`src/rtl/fadd_pkg.sv`:
```
// Shared constants for the FADD unit: IEEE-754 single field widths and
// well-known packed encodings used by the alignment and normalise stages.
package fadd_pkg;

  localparam int FP_EXP_W  = 8;
  localparam int FP_MANT_W = 23;
  localparam int SUM_W     = 32;
  localparam int EXPA_W    = FP_EXP_W + 2;

  localparam int EXP_BIAS  = 127;
  localparam int EXP_MAX   = 255;

  localparam logic [31:0] QNAN    = 32'h7FC0_0000;
  localparam logic [31:0] POS_INF = 32'h7F80_0000;

endpackage

```
`src/rtl/lzc32.sv`:
```
// Combinational 32-bit leading-zero counter. The count is only meaningful
// when all_zero is low; for an all-zero input it reads 0.
module lzc32 (
  input  logic [31:0] value,
  output logic [4:0]  count,
  output logic        all_zero
);

  // Scan upward so the most significant set bit is the last one written
  always_comb begin
    count = '0;
    for (int i = 0; i < 32; i++) begin
      if (value[i]) begin
        count = 5'(31 - i);
      end
    end
  end

  assign all_zero = ~|value;

endmodule

```
`src/rtl/fadd_norm_round.sv`:
```
// Normalise / round / pack stage of the FADD pipe. Stage 1 normalises the
// raw mantissa sum, stage 2 applies round-to-nearest-even and packs the
// IEEE-754 result. Both stages use a valid/ready skid-free handshake so the
// pipe can stall from writeback without bubbles at full throughput.
module fadd_norm_round
  import fadd_pkg::*;
#(
  parameter int EXP_W  = FP_EXP_W,
  parameter int MANT_W = FP_MANT_W
) (
  input  logic                    clk,
  input  logic                    reset,
  input  logic                    in_valid,
  output logic                    in_ready,
  input  logic                    in_sign,
  input  logic [EXP_W-1:0]        in_exp,
  input  logic [SUM_W-1:0]        in_sum,
  input  logic                    in_cout,
  input  logic                    in_special,
  input  logic [EXP_W+MANT_W:0]   in_special_val,
  output logic                    out_valid,
  input  logic                    out_ready,
  output logic [EXP_W+MANT_W:0]   out_result,
  output logic                    out_overflow,
  output logic                    out_underflow,
  output logic                    out_inexact
);

  // Adjusted exponent carries two extra bits and is treated as two's
  // complement so exp-31 and exp+2 never wrap.
  localparam int XW       = EXP_W + 2;
  localparam int RES_W    = EXP_W + MANT_W + 1;
  localparam int SIG_W    = MANT_W + 1;
  localparam int GRD      = SUM_W - SIG_W - 1;
  localparam int EXP_ONES = (1 << EXP_W) - 1;

  // Stage 1 registers
  logic             s1_valid;
  logic             s1_sign;
  logic [XW-1:0]    s1_exp;
  logic [SUM_W-1:0] s1_norm;
  logic             s1_sticky;
  logic             s1_zero;
  logic             s1_special;
  logic [RES_W-1:0] s1_special_val;

  // Handshake
  logic in_fire;
  logic s1_advance;

  // Stage 1 combinational results
  logic [4:0]       lz;
  logic             sum_zero;
  logic [XW-1:0]    exp_ext;
  logic [XW-1:0]    lz_ext;
  logic [SUM_W-1:0] n1_norm;
  logic [XW-1:0]    n1_exp;
  logic             n1_sticky;
  logic             n1_zero;

  // Stage 2 combinational results
  logic [SIG_W-1:0] sig;
  logic             guard_bit;
  logic             sticky_bit;
  logic             round_up;
  logic [SIG_W:0]   sig_rnd;
  logic [XW-1:0]    exp_rnd;
  logic [MANT_W-1:0] frac;
  logic             is_ovf;
  logic             is_unf;
  logic [RES_W-1:0] r_result;
  logic             r_overflow;
  logic             r_underflow;
  logic             r_inexact;

  assign s1_advance = s1_valid & (~out_valid | out_ready);
  assign in_ready   = ~s1_valid | s1_advance;
  assign in_fire    = in_valid & in_ready;

  lzc32 u_lzc (
    .value    (in_sum),
    .count    (lz),
    .all_zero (sum_zero)
  );

  assign exp_ext = {2'b00, in_exp};
  assign lz_ext  = {{(XW-5){1'b0}}, lz};

  // Normalise: a carry-out shifts right by one, otherwise shift left by the
  // leading-zero count; an all-zero sum with no carry is an exact zero
  always_comb begin
    n1_norm   = in_sum << lz;
    n1_exp    = exp_ext - lz_ext;
    n1_sticky = 1'b0;
    n1_zero   = 1'b0;
    if (in_cout) begin
      n1_norm   = {1'b1, in_sum[SUM_W-1:1]};
      n1_exp    = exp_ext + XW'(1);
      n1_sticky = in_sum[0];
    end else if (sum_zero) begin
      n1_zero = 1'b1;
    end
  end

  // Stage 1 register: load on accept, drain when stage 2 takes the beat
  always_ff @(posedge clk) begin
    if (reset) begin
      s1_valid       <= 1'b0;
      s1_sign        <= 1'b0;
      s1_exp         <= '0;
      s1_norm        <= '0;
      s1_sticky      <= 1'b0;
      s1_zero        <= 1'b0;
      s1_special     <= 1'b0;
      s1_special_val <= '0;
    end else if (in_fire) begin
      s1_valid       <= 1'b1;
      s1_sign        <= in_sign;
      s1_exp         <= n1_exp;
      s1_norm        <= n1_norm;
      s1_sticky      <= n1_sticky;
      s1_zero        <= n1_zero;
      s1_special     <= in_special;
      s1_special_val <= in_special_val;
    end else if (s1_advance) begin
      s1_valid <= 1'b0;
    end
  end

  // Round to nearest even, fold the rounding carry into the exponent,
  // then pick the packed result by priority: special, zero, ovf, unf, normal
  always_comb begin
    sig        = s1_norm[SUM_W-1 -: SIG_W];
    guard_bit  = s1_norm[GRD];
    sticky_bit = (|s1_norm[GRD-1:0]) | s1_sticky;
    round_up   = guard_bit & (sticky_bit | sig[0]);
    sig_rnd    = {1'b0, sig} + {{SIG_W{1'b0}}, round_up};
    exp_rnd    = s1_exp;
    frac       = sig_rnd[MANT_W-1:0];
    if (sig_rnd[SIG_W]) begin
      exp_rnd = s1_exp + XW'(1);
      frac    = '0;
    end
    is_ovf = ~exp_rnd[XW-1] & (exp_rnd >= XW'(EXP_ONES));
    is_unf = exp_rnd[XW-1] | (exp_rnd == '0);

    r_result    = {s1_sign, exp_rnd[EXP_W-1:0], frac};
    r_overflow  = 1'b0;
    r_underflow = 1'b0;
    r_inexact   = guard_bit | sticky_bit;
    if (s1_special) begin
      r_result  = s1_special_val;
      r_inexact = 1'b0;
    end else if (s1_zero) begin
      r_result  = '0;
      r_inexact = 1'b0;
    end else if (is_ovf) begin
      r_result   = {s1_sign, {EXP_W{1'b1}}, {MANT_W{1'b0}}};
      r_overflow = 1'b1;
      r_inexact  = 1'b1;
    end else if (is_unf) begin
      r_result    = {s1_sign, {(RES_W-1){1'b0}}};
      r_underflow = 1'b1;
      r_inexact   = 1'b1;
    end
  end

  // Output register: holds its beat while downstream stalls
  always_ff @(posedge clk) begin
    if (reset) begin
      out_valid     <= 1'b0;
      out_result    <= '0;
      out_overflow  <= 1'b0;
      out_underflow <= 1'b0;
      out_inexact   <= 1'b0;
    end else if (s1_advance) begin
      out_valid     <= 1'b1;
      out_result    <= r_result;
      out_overflow  <= r_overflow;
      out_underflow <= r_underflow;
      out_inexact   <= r_inexact;
    end else if (out_ready) begin
      out_valid <= 1'b0;
    end
  end

endmodule

```
`config.mk`:
```
export PLATFORM = sky130hd
export DESIGN_NAME = fadd_norm_round
export DESIGN_NICKNAME = d
export VERILOG_FILES = /design/src/rtl/fadd_pkg.sv /design/src/rtl/lzc32.sv /design/src/rtl/fadd_norm_round.sv
export SDC_FILE = /design/constraint.sdc
export NUM_CORES = 1
export LEC_CHECK = 0
export ABC_AREA = 1
export ABC_CLOCK_PERIOD_IN_PS = 5200
export CAP_MARGIN = 20
export CORE_AREA = 2 2 163 165
export CTS_CLUSTER_SIZE = 8
export DETAILED_ROUTE_END_ITERATION = 10
export DIE_AREA = 0 0 165 167
export PLACE_DENSITY = 0.49
export SYNTH_ARGS = -nofsm -noshare
export SYNTH_HDL_FRONTEND = slang
export SYNTH_SLANG_ARGS = --single-unit
```
`constraint.sdc`:
```
create_clock -name clk -period 5.2 [get_ports clk]
set_clock_uncertainty 0.2 [all_clocks]
set_input_delay 0.52 -clock clk [delete_from_list [all_inputs] [get_ports clk]]
set_output_delay 0.52 -clock clk [all_outputs]
set_load 0.1 [all_outputs]
```
==> flow_summary_export.csv <==
group,metric,value,unit
outcome,status,"complete, no violations",
critical_path,cpPeakStageDelay,600,ps
critical_path,end_kind,"register",
global_route,grt_antenna_before_repair,0,
pwr,power_density,290,nW/um^2
drt,first_pass_iters,5,
pwr,swShare,34.1,%
clocking,numCtsBuffers,17,
clocking,cts.clk_slew.worst_paths,60,ps
synth,syn-cell-area,7610,um^2
timing,maxSlewViolCount,0,
timing,tightest_slew,1000,ps
synth,synth_seq_cells,115,
clocking,cts_tree,"done",
clocking,clock_sinks,115,
clocking,post_cts_buffers,0,
place,portBuffers,115,
timing,max_freq,0.230,GHz
pwr,vdd.ir_drop.worst,0.000158,V
synth,ys.flop_type,"dfxtp_1",
timing,fin_crit,4350,ps
global_route,grt_max_degree,92,
finish,drive_gt1_share,5.95,%
finish,num_antenna_cells,0,
synth,synth_cell_type_count,47,
synth,synthAdderAreaFrac,1.74,%
pwr,p_leak,0.00407,uW
global_route,grtUsageTotal,18.8,%
worst_hold_path,min_path_type,"register to register",
synth,synthMuxAreaShare,0,%
drt,vias,8509,
drt,finalWirelength,26000,um
timing,max_slew_margin,33.1,%
clocking,cts_root_buf,"clkbuf_16",
pwr,clkPwrFrac,39.9,%
synth,synth-seq-area-share,30.3,%
clocking,cts-resized-gates,0,
floorplanning,pin_count,116,
floorplanning,initial_core_util,29.5,%
finish,layout.nets,1404,
drt,postRouteAntennaNets,0,
clocking,h-tree-depth,4,
clocking,ctsHoldBuffers,0,
pwr,p_int,1840,uW
global_route,gr-total-overflow,0,
clocking,insertion_delay,420,ps
critical_path,cpMostUsedCell,"nand2_1",
finish,area_growth,26.5,%
synth,syn_inst,1232,
synth,synth_warnings,0,
clocking,clock_path_buffers,2,
critical_path,cp.required,5340,ps
place,post-place-ws,433,ps
drt,post_drt_wl_per_cell,15.6,um
synth,synth_top_family_by_area,"simple AND/OR/NAND/NOR gates",
timing,finalSetupViolations,0,
pwr,share_comb_of_total_power,24.7,%
synth,synthArstFlopShare,0,%
floorplanning,die_area,27600,um^2
timing,setup_tns,0,ps
critical_path,start_kind,"input pin",
place,hpwlAfterDp,19400,um
timing,rsz0062_at_grt,"no",
floorplanning,die_w,165,um
pwr,seqPwrFrac,35.5,%
critical_path,slowest_stage,"clkdlybuf4s50_1",
global_route,first_global_vias,7862,
finish,fin_cells,1663,
drt,first_iter_violations,651,
floorplanning,fp.dieH,167,um
timing,setup_ws,850,ps
critical_path,cp.arrival,4490,ps
synth,synthXorXnorAreaFrac,1.71,%
floorplanning,rows,59,
flow_run,max-cap-violations,0,
drt,drc,0,
critical_path,crit_path_max_fanout,6,
timing,period_share,83.7,%
finish,nFillCells,2820,
place,dp_cells,1631,
place,gp_congestion,0.912,
drt,vias_per_cell,5.12,
synth,avgSynthCellArea,6.18,um^2
global_route,grt_pass1_wl,41700,um
pwr,switchingPower,953,uW
timing,finalHoldViolCount,0,
floorplanning,core_area,25800,um^2
synth,synth_edf_count,0,
synth,yosys.area_share.simple,35.5,%
synth,synth_nets,1321,
critical_path,criticalPathCategory,"input pin to register",
synth,synth_compound_area_share,20.7,%
[worst max-delay path, delay by kind of cell]
family	cells	cell delay, ps
and+or+nand+nor	32	1820
adders and majority gates	2	560
AOI/OAI and AO/OA	3	770
buffers and inverters	4	800
[stage by stage]
stage / cell area [um^2] / total power (uW) / hold WS (ps) / util, %
after floorplan: 7610 / 1470 / 225 / -
after global placement: 9060 / 1700 / 245 / 35.2
after detailed placement: 9060 / 1690 / 251 / 35.2
after CTS: 9620 / 2810 / 258 / 37.4
after global routing: 9620 / 2940 / 291 / 37.4
final: 9620 / 2790 / 256 / 37.4
[layer usage]
metal | wire length (um) | track usage, %
met1 | 12900 | 27.3
met2 | 11100 | 28.2
met3 | 1410 | 3.36
met4 | 538 | 5.60
met5 | 0 | 0
[path summary, 6_finish.rpt]
check	to	cells past startpoint	startpoint	slack [ps]
setup / recovery	s1_exp[9]$_SDFFE_PP0P_	41	in_sum[0]	850
hold / removal	s1_special_val[30]$_SDFFE_PP0P_	2	s1_special_val[30]$_SDFFE_PP0P_	260
setup reg to reg	out_result[11]$_SDFFE_PP0P_	27	s1_norm[1]$_SDFFE_PP0P_	910
hold reg to reg	s1_special_val[30]$_SDFFE_PP0P_	2	s1_special_val[30]$_SDFFE_PP0P_	260
[cells by family (layout without fill, tap and decap cells)]
| family | after synthesis | count (layout) |
|---|---|---|
| xor gates and xnor gates | 14 | 14 |
| AOI/OAI and AO/OA | 296 | 296 |
| adders and majority gates | 10 | 10 |
| DFF | 115 | 115 |
| and+or+nand+nor | 598 | 598 |
| buffers and inverters | 199 | 295 |
[area by class of cell]
cell class / instances / area, um^2 / area share (%)
multi-input cells: 918 / 4550 / 47.3
well taps: 335 / 419 / 4.36
clock inverters: 14 / 128 / 1.33
repair buffers: 135 / 1300 / 13.5
clock buffers: 18 / 439 / 4.56
inverters: 128 / 480 / 4.99
flip-flops and latches: 115 / 2300 / 23.9
[synthesized netlist by cell type, types with 2 or more instances]
master	number	area [um^2]
dfxtp_1	115	2300
clkbuf_1	62	233
nor2_1	107	402
o211ai_1	11	82.6
or2_2	2	12.5
xor2_1	12	105
nand3_1	171	856
inv_1	122	458
o2111ai_1	2	17.5
nor4_4	2	42.5
nand2_1	241	905
nand2_2	2	12.5
o21ai_1	8	40.0
nand3_2	2	20.0
nor3_2	2	20.0
nor3_1	20	100
a21oi_1	143	716
inv_2	5	18.8
a31oi_1	8	50.1
o211ai_2	2	25.0
buf_1	5	18.8
nor2_4	2	22.5
buf_6	2	22.5
nand4_1	36	225
nor4_1	6	37.5
ha_1	9	113
buf_2	2	10.0
o21ai_0	111	556
nor2_2	2	12.5
[power by group through the flow]
stage                     Clock, uW  Combinational [uW]  Sequential (uW)
after global placement            0                 688             1010
after global routing           1180                 763              998
after CTS                      1140                 689              990
after floorplan                   0                 351             1120
final                          1110                 689              991
after detailed placement          0                 685             1010
[cells in the final DEF (no fill, tap or decap), types with 7 or more instances in the layout]
master | netlist | routed
dfxtp_1 | 115 | 115
nand2_1 | 241 | 240
clkbuf_16 | 0 | 17
o21ai_1 | 8 | 8
buf_4 | 0 | 20
o21ai_0 | 111 | 111
nand4_1 | 36 | 36
clkdlybuf4s50_1 | 0 | 115
xor2_1 | 12 | 12
a31oi_1 | 8 | 7
nor3_1 | 20 | 20
a21oi_1 | 143 | 142
ha_1 | 9 | 9
inv_1 | 122 | 121
o211ai_1 | 11 | 11
nand3_1 | 171 | 171
nor2_1 | 107 | 107
[state kept, by name, indices dropped and copies added (netlist names)]
register and count:
s1_valid 1, out_inexact 1, s1_exp 10, s1_zero 1
out_overflow 1, out_underflow 1, s1_sticky 1, s1_special_val 32
out_valid 1, s1_special 1, out_result 32, s1_sign 1
s1_norm 32
No activity file was read; power rests on OpenSTA's default activity.
